**src/rtl/irq_request_gen.sv**
```systemverilog
// irq_request_gen: debounced push-button interrupt requests for ir1..ir3, held until CP0 ack
// and tracked through service until ERET, with one queued request per line.
module irq_request_gen #(
   parameter int DB_CYCLES = 1000000,
   parameter int CNT_W     = 8
) (
   input  logic               clk,
   input  logic               CLR,
   input  logic [2:0]         btn,
   input  logic [2:0]         mask,
   input  logic [2:0]         ack,
   input  logic               eret,
   output logic [2:0]         ir,
   output logic [2:0]         ir_led,
   output logic [2:0]         in_service,
   output logic [3*CNT_W-1:0] drop_cnt
);
   localparam int CW = $clog2(DB_CYCLES + 1);
   localparam logic [CW-1:0] DB_M1 = CW'(DB_CYCLES - 1);
   typedef enum logic [1:0] {IDLE, PEND, SERV, SPND} st_e;
   logic [2:0] s1_q, s2_q, acc_q, acc_d, acc_p_q, ev, tgt, er, inc, ir_q, ir_d;
   logic [CW-1:0] cnt_q [3];
   logic [CW-1:0] cnt_d [3];
   logic [CNT_W-1:0] dc_q [3];
   logic [CNT_W-1:0] dc_d [3];
   st_e st_q [3];
   st_e st_d [3];
   always_comb begin
      for (int i = 0; i < 3; i++) begin
         acc_d[i] = acc_q[i] ^ ((s2_q[i] ^ acc_q[i]) && cnt_q[i] == DB_M1);
         cnt_d[i] = (!(s2_q[i] ^ acc_q[i]) || cnt_q[i] == DB_M1) ? '0 : cnt_q[i] + 1'b1;
      end
   end
   assign ev = acc_q & ~acc_p_q & mask;
   always_comb begin
      for (int i = 0; i < 3; i++)
         in_service[i] = st_q[i] == SERV || st_q[i] == SPND;
   end
   // ERET always closes the highest-numbered line currently in service
   assign tgt = in_service[2] ? 3'b100 : in_service[1] ? 3'b010 : in_service[0] ? 3'b001 : 3'b000;
   assign er  = tgt & {3{eret}};
   always_comb begin
      for (int i = 0; i < 3; i++) begin
         st_d[i] = st_q[i];
         inc[i]  = 1'b0;
         case (st_q[i])
            IDLE: st_d[i] = ev[i] ? PEND : IDLE;
            PEND: begin
               st_d[i] = ack[i] ? (ev[i] ? SPND : SERV) : PEND;
               inc[i]  = ev[i] && !ack[i];
            end
            SERV: st_d[i] = er[i] ? (ev[i] ? PEND : IDLE) : (ev[i] ? SPND : SERV);
            SPND: begin
               st_d[i] = er[i] ? PEND : SPND;
               inc[i]  = ev[i];
            end
            default: st_d[i] = IDLE;
         endcase
         ir_d[i] = (st_d[i] == PEND || st_d[i] == SPND) && mask[i];
         dc_d[i] = dc_q[i] + CNT_W'(inc[i] && !(&dc_q[i]));
      end
   end
   always_ff @(posedge clk or posedge CLR) begin
      if (CLR) begin
         s1_q    <= '0;
         s2_q    <= '0;
         acc_q   <= '0;
         acc_p_q <= '0;
         ir_q    <= '0;
         for (int i = 0; i < 3; i++) begin
            cnt_q[i] <= '0;
            dc_q[i]  <= '0;
            st_q[i]  <= IDLE;
         end
      end else begin
         s1_q    <= btn;
         s2_q    <= s1_q;
         acc_q   <= acc_d;
         acc_p_q <= acc_q;
         ir_q    <= ir_d;
         for (int i = 0; i < 3; i++) begin
            cnt_q[i] <= cnt_d[i];
            dc_q[i]  <= dc_d[i];
            st_q[i]  <= st_d[i];
         end
      end
   end
   assign ir     = ir_q;
   assign ir_led = ir_q;
   for (genvar g = 0; g < 3; g++) begin : g_dc
      assign drop_cnt[g*CNT_W +: CNT_W] = dc_q[g];
   end
endmodule

```
**config.mk**
```make
export PLATFORM = sky130hd
export DESIGN_NAME = irq_request_gen
export DESIGN_NICKNAME = d
export VERILOG_FILES = /design/src/rtl/irq_request_gen.sv
export SDC_FILE = /design/constraint.sdc
export NUM_CORES = 1
export LEC_CHECK = 0
export ABC_AREA = 1
export ABC_CLOCK_PERIOD_IN_PS = 4400
export CORE_ASPECT_RATIO = 1.4
export CORE_MARGIN = 2
export CORE_UTILIZATION = 40
export DETAILED_ROUTE_END_ITERATION = 6
export HOLD_SLACK_MARGIN = 0.1
export SLEW_MARGIN = 20
export SYNTH_ARGS = -nofsm -noshare
export SYNTH_HDL_FRONTEND = slang
export SYNTH_SLANG_ARGS = --single-unit
```
**constraint.sdc**
```tcl
create_clock -name clk -period 4.4 [get_ports clk]
set_clock_uncertainty 0.15 [all_clocks]
set_input_delay 0.88 -clock clk [delete_from_list [all_inputs] [get_ports clk]]
set_output_delay 0.88 -clock clk [all_outputs]
set_load 0.02 [all_outputs]
```
**Word-level counts from Yosys, hierarchy flattened**

Index checks and enable logic that the tools add are counted.

- Register bits: 105
- Bits in latches: 0
- RAM bits: 0
- ROM bits: 0
- Input bits: 12
- Output and inout bits: 33
- Logic and storage cells: 111
- Memories kept: 0

- Add/subtract/negate cells: 6
- Multiply operators: 0
- Divide/modulo/power cells: 0
- $lt $le $gt $ge: 0
- Equal/unequal tests: 18
- Shift operators: 0
- Multiplexer cells: 27
- Bitwise operators: 10
- Reduce and logical (&&, ||, !) cells: 36

Operator list:

| cell | count |
|---|---|
| 20-bit by 1-bit adder with 20-bit output, second input constant | 3 |
| 20-bit equality test, second input constant | 3 |
| 20-bit two-way mux | 3 |
| 8-bit by 1-bit adder with 8-bit output | 3 |
| 2-bit one-hot mux with 4 select lines | 3 |
| 8-bit AND reduction | 3 |
| 2-bit two-way mux | 10 |
| 2-bit equality test, second input constant | 9 |
| 2-bit by 1-bit equality test with 1-bit output, second input constant | 6 |
| 1-bit logical AND | 12 |
| 3-bit AND | 3 |
| 1-bit zero test | 9 |
| 1-bit logical OR | 9 |
| 1-bit two-way mux | 7 |
| 2-bit zero test | 3 |
| 1-bit one-hot mux with 2 select lines | 3 |
| 1-bit XOR | 6 |
| 3-bit two-way mux | 1 |
| 3-bit NOT | 1 |

**Depth between registers and ports, before layout**

Gate-level depths: netlist of the first run.

- Depth in word-level cells: 11
- Gate-level depth with buffers: 11

**Worst setup path after synthesis of the first run**

No wires, ideal clock.

- Path kind: input to register
- From: input port mask[0]
- To: register dc_q, in the netlist drop_cnt[7]
- Library setup time: 0.129 ns
- Data arrival time: 2.024 ns
- Setup slack: 2.097 ns
- Cell stages on the path: 11
- Buffers on the path: 0
- Path through: inv_1 nor3_1 inv_1 nor2_1 o21ai_0 inv_1 ha_1 nand3_1 nor3_1 nand3_1 xnor2_1

RTL lines:

| what | line | text |
|---|---|---|
| start: declaration | 10 | `input logic [2:0] mask,` |
| end signal: indexed assignment | 83 | `dc_q[i] <= dc_d[i];` |
| end: declaration | 24 | `logic [CNT_W-1:0] dc_q [3];` |

==> flow_summary.yaml, run 1 <==
global_route:
  grt_pass1_vias: 3920
  grt_pass1_wl_mm: 17.9
  grt_start_max_net_pins: 81
  top_usage_layer: "met2"
  grtUsageMet1_pct: 20.3
  antenna_found_initial: 0
  overflow: 0
  use_met3_pct: 2.63
  met2_usage_pct: 27.0
  grt_util_all_layers_pct: 16.0
placed_design:
  dpl_cell_area_mm2: 0.00574
  hpwl_mm: 7.51
  gp_congestion: 0.875
  port_buffers: 44
layout:
  drive_gt1_share_pct: 4.16
  stdcell_area_mm2: 0.00604
  antenna_cells: 0
  layout.nets: 690
  syn_to_final_growth_pct: 16.9
timing:
  rsz0062_at_grt: "false"
  maxSlewHeadroom_pct: 53.5
  max_freq_mhz: 379
  setup_tns_ns: 0
  worstMarginPinSlew_ns: 0.698
  hold_viol: 0
  min_period_over_period_pct: 59.9
  finalCriticalPeriod_ns: 2.64
  slew_violations: 0
  finalSetupViolCount: 0
  timing.hold.ws_ns: 0.205
synthesis:
  synth_area_leaders: "dfrtp_1 (51%), nand2_1 (10%), nor2_1 (10%), xor2_1 (5.8%), inv_1 (4.4%)"
  yosysMostFrequentCell: "nand2_1"
  synth.net_count: 644
  synth_top_area_cell: "dfrtp_1"
  ys.flop_type: "dfrtp_1"
  ys_types: 28
  ys_ff_latch: 105
  synth_common_cells: "nand2_1 (142), nor2_1 (140), dfrtp_1 (105)"
  synth_top_area_share_pct: 50.9
  synthArstFlopShare_pct: 100
  ys_warn_count: 0
  seq_area_frac_synth_pct: 50.9
  syn_inst: 623
  syn_area_mm2: 0.00516
  syn_area_per_cell_um2: 8.29
  synth_edf_count: 0
floorplan:
  io_pins: 45
  die_x_um: 100
  die_area_mm2: 0.0138
  fp-row-count: 49
  core-area_mm2: 0.0128
  initial_core_util_pct: 40.5
  die_h_um: 138
cts:
  clk_path_buf_depth: 2
  cts.sinks: 105
  cts_setup_buffers: 0
  clkLatencyLatePin_ns: 0.34
  cts_tree: "built"
  clk_pin_slew_ns: 0.07
  hold_buffers: 0
  htree_levels: 3
  numCtsBuffers: 9
  post_cts_resized: 0
  root_buffer: "clkbuf_16"
worst_setup_path:
  path_max_fanout: 3
  cp_slowest_cell: "clkdlybuf4s50_1"
  cp.arrival_ns: 2.71
  setup.worst_path.class: "input port to register"
  worst_setup_path_end_kind: "register"
  cp_common_cell: "inv_1"
  cpPeakStageDelay_ns: 0.45
  crit_family: "simple AND/OR/NAND/NOR gates"
  cp.required_ns: 4.48
  crit_chain: "clkdlybuf4s50_1 > inv_1 > nor3_1 > inv_1 > nor2_1 > o21ai_0 > inv_1 > ha_1 > nand3_1 > nor3_1 > nand3_1 > xnor2_1"
  critical_path_buf_inv_count: 4
  cp-start-kind: "input port"
power_and_ir_drop:
  swShare_pct: 21.0
  switchingPower_uw: 386
  power_leakage_uw: 0.00270
  power_density_mw_per_mm2: 304
  p_clk_share_pct: 43.4
  power.sequential.fraction_pct: 53.5
  power_uw: 1840
  power.internal_uw: 1450
  vdd_drop_max_v: 0.000165
  pwr-share-comb_pct: 3.1
route:
  wirelength_mm: 10.1
  final_antenna_net_count: 0
  first_pass_iters: 4
  drc: 0
  vias: 3931
  vias_per_cell: 4.76
  post_drt_wl_per_cell_um: 12.3
  drtIter0Drc: 182
hold_path:
  hp-class: "register to register"
status:
  status: "finished clean"
run:
  drv_cap: 0
## area by class of cell
class,instances,area [µm²]
fill,1260,6720
inverter,60,230
multi-input combinational,447,2240
sequential,105,2630
clock buffer,11,243
timing repair buffer,46,455
clock inverter,4,52.6
tap,153,191
## cells in the final DEF (no fill, tap or decap), drive strengths merged, types with 2 or more instances in the layout
master and n:
o21ai 12, ha 9, inv 61, clkinv 2, buf 2, nor2 145, xor2 34, nand4 13
a21boi 2, nand3b 4, nor3 8, o21bai 5, nand2 145, clkbuf 11, dfrtp 105, clkdlybuf4s50 44
xnor2 21, nand3 41, a21oi 3
## power groups by stage
stage	Combinational [µW]	Sequential (µW)	Clock (µW)
6_report	56.5	982	797
5_1_grt	67.0	982	865
4_1_cts	59.4	982	830
3_5_place_dp	59.0	1000	0
3_3_place_gp	58.0	1000	0
2_1_floorplan	38.9	999	0
## metal layers
metal | up-vias | routed length [µm] | part of all wire (%)
li1 | 2028 | - | -
met1 | 1832 | 4490 | 44
met2 | 49 | 5150 | 51
met3 | 22 | 235 | 2.3
met4 | 0 | 260 | 2.6
met5 | - | 0 | 0
## worst reg2reg max path, delay by kind of cell (launching register included)
kind	cells	cell delay, ns
AOI/OAI and AO/OA	1	0.12
xor gates and xnor gates	1	0.15
adders and majority gates	1	0.16
buffers and inverters	2	0.15
DFF	1	0.44
and+or+nand+nor	6	0.84
## registers in the layout, indices dropped and copies added (netlist names), named ones only
register and flops:
ir 3, acc_p_q 3, cnt_q 60, s1_q 3, drop_cnt 24, st_q 6
s2_q 3
## final timing paths
path | slack (ns) | from | cells past startpoint | to
setup / recovery | 1.76 | mask[0] | 12 | drop_cnt[7]$_DFF_PP0_
hold / removal | 0.20 | s1_q[2]$_DFF_PP0_ | 0 | s2_q[2]$_DFF_PP0_
setup reg to reg | 2.28 | st_q[1]$_DFF_PP0_ | 11 | drop_cnt[23]$_DFF_PP0_
hold reg to reg | 0.20 | s1_q[2]$_DFF_PP0_ | 0 | s2_q[2]$_DFF_PP0_
max in group asynchronous | 2.54 | CLR | 3 | cnt_q[19]$_DFF_PP0_
min in group asynchronous | 0.87 | CLR | 2 | s2_q[1]$_DFF_PP0_
## logic make-up after synthesis
kind of cell,Yosys count,share of synthesized area [%]
AOI/OAI and AO/OA,23,2.62
xor gates and xnor gates,55,9.33
adders and majority gates,9,2.18
buffers and inverters,71,5.81
DFF,105,50.9
and+or+nand+nor,360,29.2
## per-stage QoR
step / util (%) / worst slack [ns] / cells
final: 47.3 / 1.76 / 826
after global routing: 47.3 / 1.50 / 826
after CTS: 47.3 / 1.73 / 826
after detailed placement: 45.0 / 1.37 / 811
after global placement: 45.0 / 1.43 / 811
after floorplan: - / 0.609 / 623
No activity file was read; power rests on OpenSTA's default activity.
==> run 2: changes to the inputs <==
--- a/config.mk
+++ b/config.mk
@@ -6,7 +6,7 @@
 export NUM_CORES = 1
 export LEC_CHECK = 0
 export ABC_AREA = 1
-export ABC_CLOCK_PERIOD_IN_PS = 4400
+export ABC_CLOCK_PERIOD_IN_PS = 2470
 export CORE_ASPECT_RATIO = 1.4
 export CORE_MARGIN = 2
 export CORE_UTILIZATION = 40
==> constraint.sdc (replaced) <==
create_clock -name clk -period 2.47 [get_ports clk]
set_clock_uncertainty 0.15 [all_clocks]
set_input_delay 0.494 -clock clk [delete_from_list [all_inputs] [get_ports clk]]
set_output_delay 0.494 -clock clk [all_outputs]
set_load 0.02 [all_outputs]
==> run 2 against run 1 <==
Net effect: worst hold slack got worse by 0.0047 ns; largest cell class unchanged; routed wire length is 3.1% higher; largest power group unchanged; clock-buffer cell count fell by 2.
==> flow_summary.yaml, run 2 (synthesized netlist as in run 1, its figures left out) <==
status:
  status: "finished clean"
layout:
  final_common_cell: "nand2_1"
  final_core_util_pct: 48.2
  drive_gt1_share_pct: 5.71
  final_cell_mix: "nand2_1 (142), nor2_1 (140), dfrtp_1 (105)"
  largest_reg_flops: 60
  num-fill-cells: 1228
  syn_to_final_growth_pct: 19.1
  antenna_cells: 0
  top_register: "cnt_q"
  layout.nets: 699
  stdcell_area_mm2: 0.00615
worst_setup_path:
  cp-start-kind: "input port"
  rr_startpoint: "st_q[1]$_DFF_PP0_"
  cp.arrival_ns: 2.24
  worst_setup_path_end_kind: "register"
  crit_end: "drop_cnt[21]$_DFF_PP0_"
  crit_start: "mask[2]"
  rrSetupSlack_ns: 0.46
  reg2reg_depth: 11
  path_max_fanout: 2
  setup.worst_path.class: "input port to register"
  timing.rr.end: "drop_cnt[21]$_DFF_PP0_"
  cp.required_ns: 2.58
route:
  drtIter0Drc: 200
  vias: 4032
  first_pass_iters: 5
  final_antenna_net_count: 0
  drc: 0
  vias_per_cell: 4.82
  post_drt_wl_per_cell_um: 12.5
  wirelength_mm: 10.4
placed_design:
  dpl_cell_area_mm2: 0.00583
  hpwl_mm: 7.78
  port_buffers: 44
  gp_congestion: 0.943
global_route:
  grt_pass1_vias: 4145
  use_met3_pct: 2.73
  overflow: 0
  top_usage_layer: "met2"
  met2_usage_pct: 27.0
  antenna_found_initial: 0
  grt_pass1_wl_mm: 18.2
  grt_start_max_net_pins: 53
  grt_util_all_layers_pct: 16.1
  grtUsageMet1_pct: 20.3
timing:
  worstMarginPinSlew_ns: 0.431
  maxSlewHeadroom_pct: 71.2
  max_freq_mhz: 470
  hold_viol: 0
  finalSetupViolCount: 0
  finalCriticalPeriod_ns: 2.13
  setup_tns_ns: 0
  slew_violations: 0
  min_period_over_period_pct: 86.1
  rsz0062_at_grt: "false"
cts:
  clk_path_buf_depth: 2
  numCtsBuffers: 9
  clk_pin_slew_ns: 0.07
  clkLatencyLatePin_ns: 0.35
  hold_buffers: 0
  root_buffer: "clkbuf_16"
  cts.sinks: 105
  cts_setup_buffers: 0
  htree_levels: 3
  post_cts_resized: 0
  cts_tree: "built"
floorplan:
  die_area_mm2: 0.0138
  initial_core_util_pct: 40.5
  fp-row-count: 49
  io_pins: 45
  die_x_um: 100
  die_h_um: 138
  core-area_mm2: 0.0128
power_and_ir_drop:
  power_density_mw_per_mm2: 550
  power_leakage_uw: 0.00276
  vdd_drop_max_v: 0.000282
  power_uw: 3380
hold_path:
  min_from: "s1_q[1]$_DFF_PP0_"
  hp-class: "register to register"
run:
  drv_cap: 0
[run 2: changes by cell type in the layout (fill, tap and decap cells not counted), sizes merged]
cell and delta:
buf +9, bufinv +1, clkbuf -2, clkinv +2
clkinvlp +1, inv -1
[run 2: worst max-delay path, stage by stage]
cell,delay (ns)
clkdlybuf4s50_1,0.48
nand2_1,0.05
nor2_1,0.08
inv_1,0.05
nor2_1,0.14
o21ai_0,0.11
inv_1,0.06
ha_1,0.16
nand3_1,0.10
nor3_1,0.20
buf_4,0.15
xor2_1,0.15
[run 2: where the power goes]
part	internal (µW)	switching, µW	leakage, µW
combinational	40.0	68.9	0.00117
clock	889	636	0.000160
sequential	1730	13.1	0.00143
total	2660	718	0.00276
[run 2: how the worst min path moves through the flow]
stage                                   end  depth (start not counted)  slack, ns
after floorplan           s2_q[0]$_DFF_PP0_                          0       0.18
after global placement    s2_q[1]$_DFF_PP0_                          0       0.18
after detailed placement  s2_q[1]$_DFF_PP0_                          0       0.19
after CTS                 s2_q[1]$_DFF_PP0_                          0       0.20
after global routing      s2_q[1]$_DFF_PP0_                          0       0.20
final                     s2_q[1]$_DFF_PP0_                          0       0.20
[run 2: final cells by class]
cell class / instances / area [µm²] / area share (%)
Clock inverter: 7 / 92.6 / 1.51
Multi-Input combinational cell: 447 / 2240 / 36.4
Sequential cell: 105 / 2630 / 42.7
Clock buffer: 9 / 225 / 3.66
Inverter: 60 / 229 / 3.72
Tap cell: 153 / 191 / 3.11
Timing Repair Buffer: 55 / 548 / 8.91
[run 2: through the flow]
step                setup slack, ns  hold slack (ns)  instances
finish                        0.343            0.200        836
global route                 0.0852            0.205        836
CTS                           0.308            0.201        836
detailed placement          -0.0496            0.186        820
global placement           -0.00906            0.183        820
floorplan                     0.553            0.181        623
[run 2: routing by layer]
metal | up-vias | part of all wire [%] | wire [µm]
met3 | 28 | 2.4 | 253
met2 | 62 | 50 | 5260
met4 | 0 | 2.6 | 272
met5 | - | 0 | 0
li1 | 2042 | - | -
met1 | 1900 | 45 | 4670
